**src/rtl/task_6_pkg.sv**
```systemverilog
// task_6_pkg: shared types and constants for the task 6 output stage.
// Latency: n/a (types, constants and a helper function only).
// Backpressure: n/a.
//
// Contents:
//   state_t           output stage FSM states (S_IDLE, S_STREAM, S_DONE)
//   TASK6_*           default frame length, buffer depth and word width
//   ptr_width()       index width for a table of n entries (at least 1 bit)
package task_6_pkg;

  typedef enum logic [1:0] {
    S_IDLE   = 2'd0,
    S_STREAM = 2'd1,
    S_DONE   = 2'd2
  } state_t;

  localparam int TASK6_DATA_WIDTH = 8;
  localparam int TASK6_NUM_WORDS  = 243;
  localparam int TASK6_BUF_DEPTH  = 256;

  // Bits needed to index n entries; a single entry still gets one bit so
  // no vector ends up zero-width.
  function automatic int ptr_width(input int n);
    return (n > 1) ? $clog2(n) : 1;
  endfunction

endpackage

```
**src/rtl/task_6_out_buf.sv**
```systemverilog
// task_6_out_buf: ring buffer between the upstream word strobe and the output register.
// Latency: one cycle from i_rd_en to o_dout.
// Backpressure: none on the write side; writes while full are dropped and flagged on o_drop.
//
// Ports:
//   i_clk, i_rst_n      clock, asynchronous active-low reset
//   i_wr_en, i_din      write strobe and word
//   i_rd_en, o_dout     fetch the oldest unfetched word into o_dout (held until next fetch)
//   i_rel               the fetched word has been consumed downstream; free its slot
//   o_full, o_empty     full = every slot occupied; empty = nothing left to fetch
//   o_count             occupied slots, including a fetched but not yet released word
//   o_drop              combinational: this cycle's write is being dropped
module task_6_out_buf
  import task_6_pkg::*;
#(
  parameter int DATA_WIDTH = TASK6_DATA_WIDTH,
  parameter int BUF_DEPTH  = TASK6_BUF_DEPTH,
  localparam int AW = ptr_width(BUF_DEPTH),
  localparam int CW = AW + 1
) (
  input  logic                  i_clk,
  input  logic                  i_rst_n,
  input  logic                  i_wr_en,
  input  logic [DATA_WIDTH-1:0] i_din,
  input  logic                  i_rd_en,
  input  logic                  i_rel,
  output logic [DATA_WIDTH-1:0] o_dout,
  output logic                  o_full,
  output logic                  o_empty,
  output logic [CW-1:0]         o_count,
  output logic                  o_drop
);

  logic [DATA_WIDTH-1:0] r_mem [BUF_DEPTH];
  logic [AW-1:0]         r_wr_ptr;
  logic [AW-1:0]         r_rd_ptr;
  logic [CW-1:0]         r_count;
  logic                  r_held;
  logic [DATA_WIDTH-1:0] r_dout;

  logic w_full;
  logic w_empty;
  logic w_wr;
  logic w_rd;
  logic w_rel;

  // A fetched word keeps its slot until released, so the depth bounds every
  // word the stage owns, including the one sitting in the output register.
  assign w_full  = (r_count == CW'(BUF_DEPTH));
  assign w_empty = (r_count == {{(CW-1){1'b0}}, r_held});
  assign w_wr    = i_wr_en & ~w_full;
  assign w_rd    = i_rd_en & ~w_empty;
  assign w_rel   = i_rel & r_held;

  // Storage is not reset; pointers and count define what is valid.
  always_ff @(posedge i_clk) begin
    if (w_wr) begin
      r_mem[r_wr_ptr] <= i_din;
    end
  end

  always_ff @(posedge i_clk or negedge i_rst_n) begin
    if (!i_rst_n) begin
      r_wr_ptr <= '0;
      r_rd_ptr <= '0;
      r_count  <= '0;
      r_held   <= 1'b0;
      r_dout   <= '0;
    end else begin
      if (w_wr) begin
        r_wr_ptr <= r_wr_ptr + 1'b1;
      end
      if (w_rd) begin
        r_rd_ptr <= r_rd_ptr + 1'b1;
        r_dout   <= r_mem[r_rd_ptr];
      end
      case ({w_wr, w_rel})
        2'b10:   r_count <= r_count + 1'b1;
        2'b01:   r_count <= r_count - 1'b1;
        default: r_count <= r_count;
      endcase
      if (w_rd) begin
        r_held <= 1'b1;
      end else if (w_rel) begin
        r_held <= 1'b0;
      end
    end
  end

  assign o_dout  = r_dout;
  assign o_full  = w_full;
  assign o_empty = w_empty;
  assign o_count = r_count;
  assign o_drop  = i_wr_en & w_full;

endmodule

```
**src/rtl/task_6_out.sv**
```systemverilog
// task_6_out: buffers the task 6 word stream and re-emits it as framed valid/ready beats.
// Latency: i_enb at cycle N gives o_tvalid with that word at N+2 at the earliest; 1 beat/cycle sustained.
// Backpressure: i_tready stalls the output (beat held stable); input has none, words are dropped when full.
//
// Ports:
//   i_clk, i_rst_n          clock, asynchronous active-low reset
//   i_data, i_enb           upstream word and its one-cycle write strobe
//   o_tdata, o_tvalid       output beat
//   i_tready                downstream ready
//   o_tlast                 last beat of each NUM_WORDS frame (qualified by o_tvalid)
//   o_output_last           one-cycle frame-done pulse back to the input stage
//   o_overflow              sticky: a word was dropped because the buffer was full
//   o_frame_cnt [15:0]      completed frames, wrapping; present only with TASK_6_OUT_FRAME_CNT_EN
module task_6_out
  import task_6_pkg::*;
#(
  parameter int DATA_WIDTH = TASK6_DATA_WIDTH,
  parameter int NUM_WORDS  = TASK6_NUM_WORDS,
  parameter int BUF_DEPTH  = TASK6_BUF_DEPTH
) (
  input  logic                  i_clk,
  input  logic                  i_rst_n,
  input  logic [DATA_WIDTH-1:0] i_data,
  input  logic                  i_enb,
  output logic [DATA_WIDTH-1:0] o_tdata,
  output logic                  o_tvalid,
  input  logic                  i_tready,
  output logic                  o_tlast,
  output logic                  o_output_last,
`ifdef TASK_6_OUT_FRAME_CNT_EN
  output logic [15:0]           o_frame_cnt,
`endif
  output logic                  o_overflow
);

  localparam int CNT_W = ptr_width(NUM_WORDS);
  localparam int BCW   = ptr_width(BUF_DEPTH) + 1;

  // Pointers wrap by natural overflow, so the depth must be a power of two
  // (and at least 2 so the pointer is not a degenerate single bit).
  if (BUF_DEPTH < NUM_WORDS || BUF_DEPTH < 2 || (BUF_DEPTH & (BUF_DEPTH - 1)) != 0) begin : g_bad_cfg
    $error("task_6_out: BUF_DEPTH must be a power of two >= max(NUM_WORDS, 2)");
  end

  state_t                r_state;
  state_t                w_state_nxt;
  logic                  r_tvalid;
  logic [CNT_W-1:0]      r_tx_cnt;
  logic                  r_overflow;

  logic [DATA_WIDTH-1:0] w_dout;
  logic                  w_full;
  logic                  w_empty;
  logic [BCW-1:0]        w_count;
  logic                  w_drop;
  logic                  w_accept;
  logic                  w_tlast;
  logic                  w_last_acc;
  logic                  w_load;
  logic                  w_output_last;
  logic                  w_unused;

  task_6_out_buf #(
    .DATA_WIDTH (DATA_WIDTH),
    .BUF_DEPTH  (BUF_DEPTH)
  ) u_buf (
    .i_clk   (i_clk),
    .i_rst_n (i_rst_n),
    .i_wr_en (i_enb),
    .i_din   (i_data),
    .i_rd_en (w_load),
    .i_rel   (w_accept),
    .o_dout  (w_dout),
    .o_full  (w_full),
    .o_empty (w_empty),
    .o_count (w_count),
    .o_drop  (w_drop)
  );

  // Occupancy is only needed inside the buffer for now.
  assign w_unused = ^{w_full, w_count};

  assign w_accept   = r_tvalid & i_tready;
  assign w_tlast    = r_tvalid & (r_tx_cnt == CNT_W'(NUM_WORDS - 1));
  assign w_last_acc = w_accept & w_tlast;

  // Refill the output register when it is empty or its beat leaves this
  // cycle. A departing tlast beat does not refill: the following cycle is
  // the frame-done gap, where no beat may be shown. The register refills
  // during that gap so the next frame starts straight after it.
  assign w_load = ~w_empty & (~r_tvalid | (w_accept & ~w_tlast));

  always_ff @(posedge i_clk or negedge i_rst_n) begin
    if (!i_rst_n) begin
      r_tvalid <= 1'b0;
    end else if (w_load) begin
      r_tvalid <= 1'b1;
    end else if (w_accept) begin
      r_tvalid <= 1'b0;
    end
  end

  always_ff @(posedge i_clk or negedge i_rst_n) begin
    if (!i_rst_n) begin
      r_tx_cnt <= '0;
    end else if (w_last_acc) begin
      r_tx_cnt <= '0;
    end else if (w_accept) begin
      r_tx_cnt <= r_tx_cnt + 1'b1;
    end
  end

  always_ff @(posedge i_clk or negedge i_rst_n) begin
    if (!i_rst_n) begin
      r_overflow <= 1'b0;
    end else if (w_drop) begin
      r_overflow <= 1'b1;
    end
  end

  always_ff @(posedge i_clk or negedge i_rst_n) begin
    if (!i_rst_n) begin
      r_state <= S_IDLE;
    end else begin
      r_state <= w_state_nxt;
    end
  end

  always_comb begin
    w_state_nxt   = r_state;
    w_output_last = 1'b0;
    case (r_state)
      S_IDLE: begin
        if (!w_empty) begin
          w_state_nxt = S_STREAM;
        end
      end
      S_STREAM: begin
        if (w_last_acc) begin
          w_state_nxt = S_DONE;
        end
      end
      S_DONE: begin
        w_output_last = 1'b1;
        w_state_nxt   = w_empty ? S_IDLE : S_STREAM;
      end
      default: begin
        w_state_nxt = S_IDLE;
      end
    endcase
  end

`ifdef TASK_6_OUT_FRAME_CNT_EN
  logic [15:0] r_frame_cnt;

  always_ff @(posedge i_clk or negedge i_rst_n) begin
    if (!i_rst_n) begin
      r_frame_cnt <= '0;
    end else if (r_state == S_DONE) begin
      r_frame_cnt <= r_frame_cnt + 16'd1;
    end
  end

  assign o_frame_cnt = r_frame_cnt;
`endif

  assign o_tdata       = w_dout;
  assign o_tvalid      = r_tvalid;
  assign o_tlast       = w_tlast;
  assign o_output_last = w_output_last;
  assign o_overflow    = r_overflow;

endmodule
```
**config.mk**
```make
export PLATFORM = sky130hd
export DESIGN_NAME = task_6_out
export DESIGN_NICKNAME = d
export VERILOG_FILES = /design/src/rtl/task_6_pkg.sv /design/src/rtl/task_6_out_buf.sv /design/src/rtl/task_6_out.sv
export SDC_FILE = /design/constraint.sdc
export NUM_CORES = 2
export LEC_CHECK = 0
export BUFFER_PORTS_ARGS = -buffer_cell sky130_fd_sc_hd__buf_2
export CAP_MARGIN = 5
export CORE_UTILIZATION = 30
export CTS_CLUSTER_SIZE = 25
export DETAILED_ROUTE_END_ITERATION = 12
export PLACE_DENSITY = 0.54
export SLEW_MARGIN = 5
export SYNTH_ARGS = -nofsm -noshare
export SYNTH_HDL_FRONTEND = slang
export SYNTH_HIERARCHICAL = 1
export SYNTH_SLANG_ARGS = --single-unit
```
**constraint.sdc**
```tcl
create_clock -name i_clk -period 9.22 [get_ports i_clk]
set_clock_uncertainty 0.1 [all_clocks]
set_input_delay 1.383 -clock i_clk [delete_from_list [all_inputs] [get_ports i_clk]]
set_output_delay 1.383 -clock i_clk [all_outputs]
set_load 0.05 [all_outputs]
```
==> reports/qor.yml <==
whs_ns: 0.3696
cts_resized: 0
stdcell_count: 7836
drtIter0Drc: 4932
wl_per_cell_um: 29.38
hp-class: "reg -> reg"
area_growth_pct: 13.61
cap_violations: 1
portBuffers: 23
postCtsHoldBufs: 0
max_slew_margin_pct: -1.352
dp.cells: 7439
syn-num-nets: 4031
irDropWorstVdd_uv: 356.8
post_cts_buffers: 0
yosysTopAreaCellShare_pct: 75.01
synth_ff_type: "edfxtp_1"
finish.net_count: 4108
fin_tns_setup_ns: 0
dp_hpwl_um: 135900
ys_warn_count: 6
finalSetupViolations: 0
syn_avg_cell_area_sq_um: 20.46
cts_buffers: 214
clk_pin_slew_worst_paths_ns: 0.06
synth_cells: 4008
fin_crit_sh_pct: 55.05
p_total_w: 0.02730
die_width_um: 524.8
p_leak_nw: 28.51
drc: 0
endpoint_kind: "flop"
status: "finished, violations left"
ys_seq_area_share_pct: 76.41
slowest_stage: "o41a_1"
cts_tree: "built"
ys_ff_latch: 2094
worstSetupPathType: "reg -> reg"
critPathLaunchType: "flop"
powerDensity_nw_per_um2: 293.1
hold_viol_final: 0
clockBufferDepth: 3
core-area_sq_um: 271200
die_area_sq_um: 275400
critPathTopFamily: "compound AO/OA/AOI/OAI gates"
drt_first_pass_iters: 5
vias_per_cell: 5.279
critPathMaxFanout: 24
arrival_ns: 5.70
max_freq_ghz: 0.1970
critPathMaxStageDelay_ns: 0.76
synth.cell_area_sq_um: 81990
synth_edf_count: 2048
maxSlewViolCount: 2
yosysTopAreaCell: "edfxtp_1"
fp.dieH_um: 524.8
rsz0062_at_grt: "no"
htree_levels: 4
drive_above_1_share_pct: 21.52
synth.distinct_cells: 76
overflow: 0
post-route-min-period_ns: 5.075
vias: 41366
cts_sinks: 2094
crit_required_ns: 9.84
cp_num_buf_inv: 1
ios: 24
grt_max_degree: 154
place_congestion: 0.8633
track_usage_pct: 16.40
synth-async-reset-ratio_pct: 2.197
drtAntennaViolNets: 0
failed_checks: "max-capacitance violations, max-slew violations"
start_util_pct: 30.23
drt_wl_total_um: 230200
root_buffer: "clkbuf_16"
clk_latency_ns: 0.85
grt_pass1_wl_um: 325300
grt_pass1_vias: 41143
synth_top_cells_by_area: "edfxtp_1, mux4_2, mux2i_1"
crit_path_cell_trace: "or4_1, o41a_1, inv_1, ha_1, xor2_1, ha_1, and3b_1, o21ai_0, a2111oi_0, or3_1, a21oi_1, a2111oi_0"
rows: 191
antenna_found_initial: 7
tightestPinTransition_ns: 1.506
-- placed cells by master, fill, tap and decap left out, types with 12 or more instances in the layout --
cell and count:
a211oi_1 30, a21oi_1 56, a221oi_1 25, a22o_1 15, a22oi_1 65, a31oi_1 12
buf_12 13, buf_2 15, buf_4 65, bufinv_16 15, clkbuf_1 49, clkbuf_16 215
clkinv_1 55, clkinv_2 35, dfrtp_1 41, edfxtp_1 2048, inv_1 18, mux2_2 13
mux2i_1 190, mux4_2 465, nand2_1 116, nand2b_1 13, nand3_1 41, nand3_2 13
nor2_1 291, nor3_1 17, o211ai_1 13, o21ai_0 43, o22ai_1 24, xnor2_1 17
-- registers in the layout, summed over array words and instances (netlist names) --
name / flops
u_buf/o_count: 9
r_tx_cnt: 8
u_buf/r_mem: 2048
u_buf/o_dout: 8
u_buf/r_held: 1
u_buf/r_wr_ptr: 8
r_state: 2
u_buf/r_rd_ptr: 8
o_tvalid: 1
o_overflow: 1
-- per-layer routing --
layer / up-vias / GRT usage, % / wire (um)
met5: - / 0 / 0
met4: 0 / 5.598 / 7813
met3: 356 / 3.102 / 17820
met2: 1801 / 25.01 / 105700
met1: 22445 / 23.42 / 98820
li1: 16764 / - / -
-- cell families after synthesis --
logic type      count (synthesis)  share of synthesized area [%]
flops                        2094                          76.41
mux                           668                          15.27
simple gates                  593                          3.228
compound gates                356                          3.087
buf+inv                       261                          1.567
xor+xnor                       25                         0.2671
fa+ha+maj                      11                         0.1679
-- report_power, final --
group | switching (W) | internal (W)
Sequential | 0.000281 | 0.0106
Clock | 0.00368 | 0.00474
Combinational | 0.00503 | 0.00294
-- cells in the mapped netlist (all sizes together), types with 7 or more instances --
| library cell | instances |
|---|---|
| dfrtp | 46 |
| nor2b | 16 |
| edfxtp | 2048 |
| nand2b | 13 |
| o22ai | 24 |
| clkbuf | 105 |
| a21oi | 56 |
| mux2 | 13 |
| buf | 135 |
| o21ai | 43 |
| xor2 | 8 |
| o211ai | 13 |
| inv | 21 |
| a31oi | 12 |
| xnor2 | 17 |
| and3 | 8 |
| a22oi | 65 |
| nor4 | 11 |
| nand4 | 10 |
| a221oi | 25 |
| ha | 11 |
| nand3 | 54 |
| o221ai | 11 |
| o31ai | 7 |
| a22o | 15 |
| nor3 | 17 |
| nand2 | 120 |
| nor2 | 294 |
| a211oi | 31 |
| mux4 | 465 |
| and2 | 12 |
| mux2i | 190 |
-- final timing paths --
| check | startpoint | to | slack, ns | cells after the start |
|---|---|---|---|---|
| worst max register to register | u_buf/o_count[3] | u_buf/o_count[8] | 4.14 | 12 |
| max in group asynchronous | i_rst_n | u_buf/r_rd_ptr[1] | 7.91 | 2 |
| min in group asynchronous | i_rst_n | u_buf/o_count[3] | 0.55 | 2 |
| worst min-delay path | o_overflow | o_overflow | 0.37 | 1 |
| worst max-delay path | u_buf/o_count[3] | u_buf/o_count[8] | 4.14 | 12 |
| worst min register to register | o_overflow | o_overflow | 0.37 | 1 |
-- through the flow --
step / area, sq um / utilization, % / setup WS, ns
after floorplan: 81990 / - / 4.727
after global placement: 86330 / 31.83 / 3.719
after detailed placement: 86330 / 31.83 / 3.901
after CTS: 93140 / 34.34 / 4.255
after global routing: 93150 / 34.34 / 3.909
final: 93150 / 34.34 / 4.145
-- area by class of cell --
type                    count  area, sq um
well taps                3570         4467
repair buffers            101        933.4
diodes                      1        2.502
multi-input cells        1653        18180
inverters                  21        83.83
clock inverters           129         1210
clock buffers             267         5605
flip-flops and latches   2094        62670
fillers                 25092       178100
No activity file was read; power rests on OpenSTA's default activity.
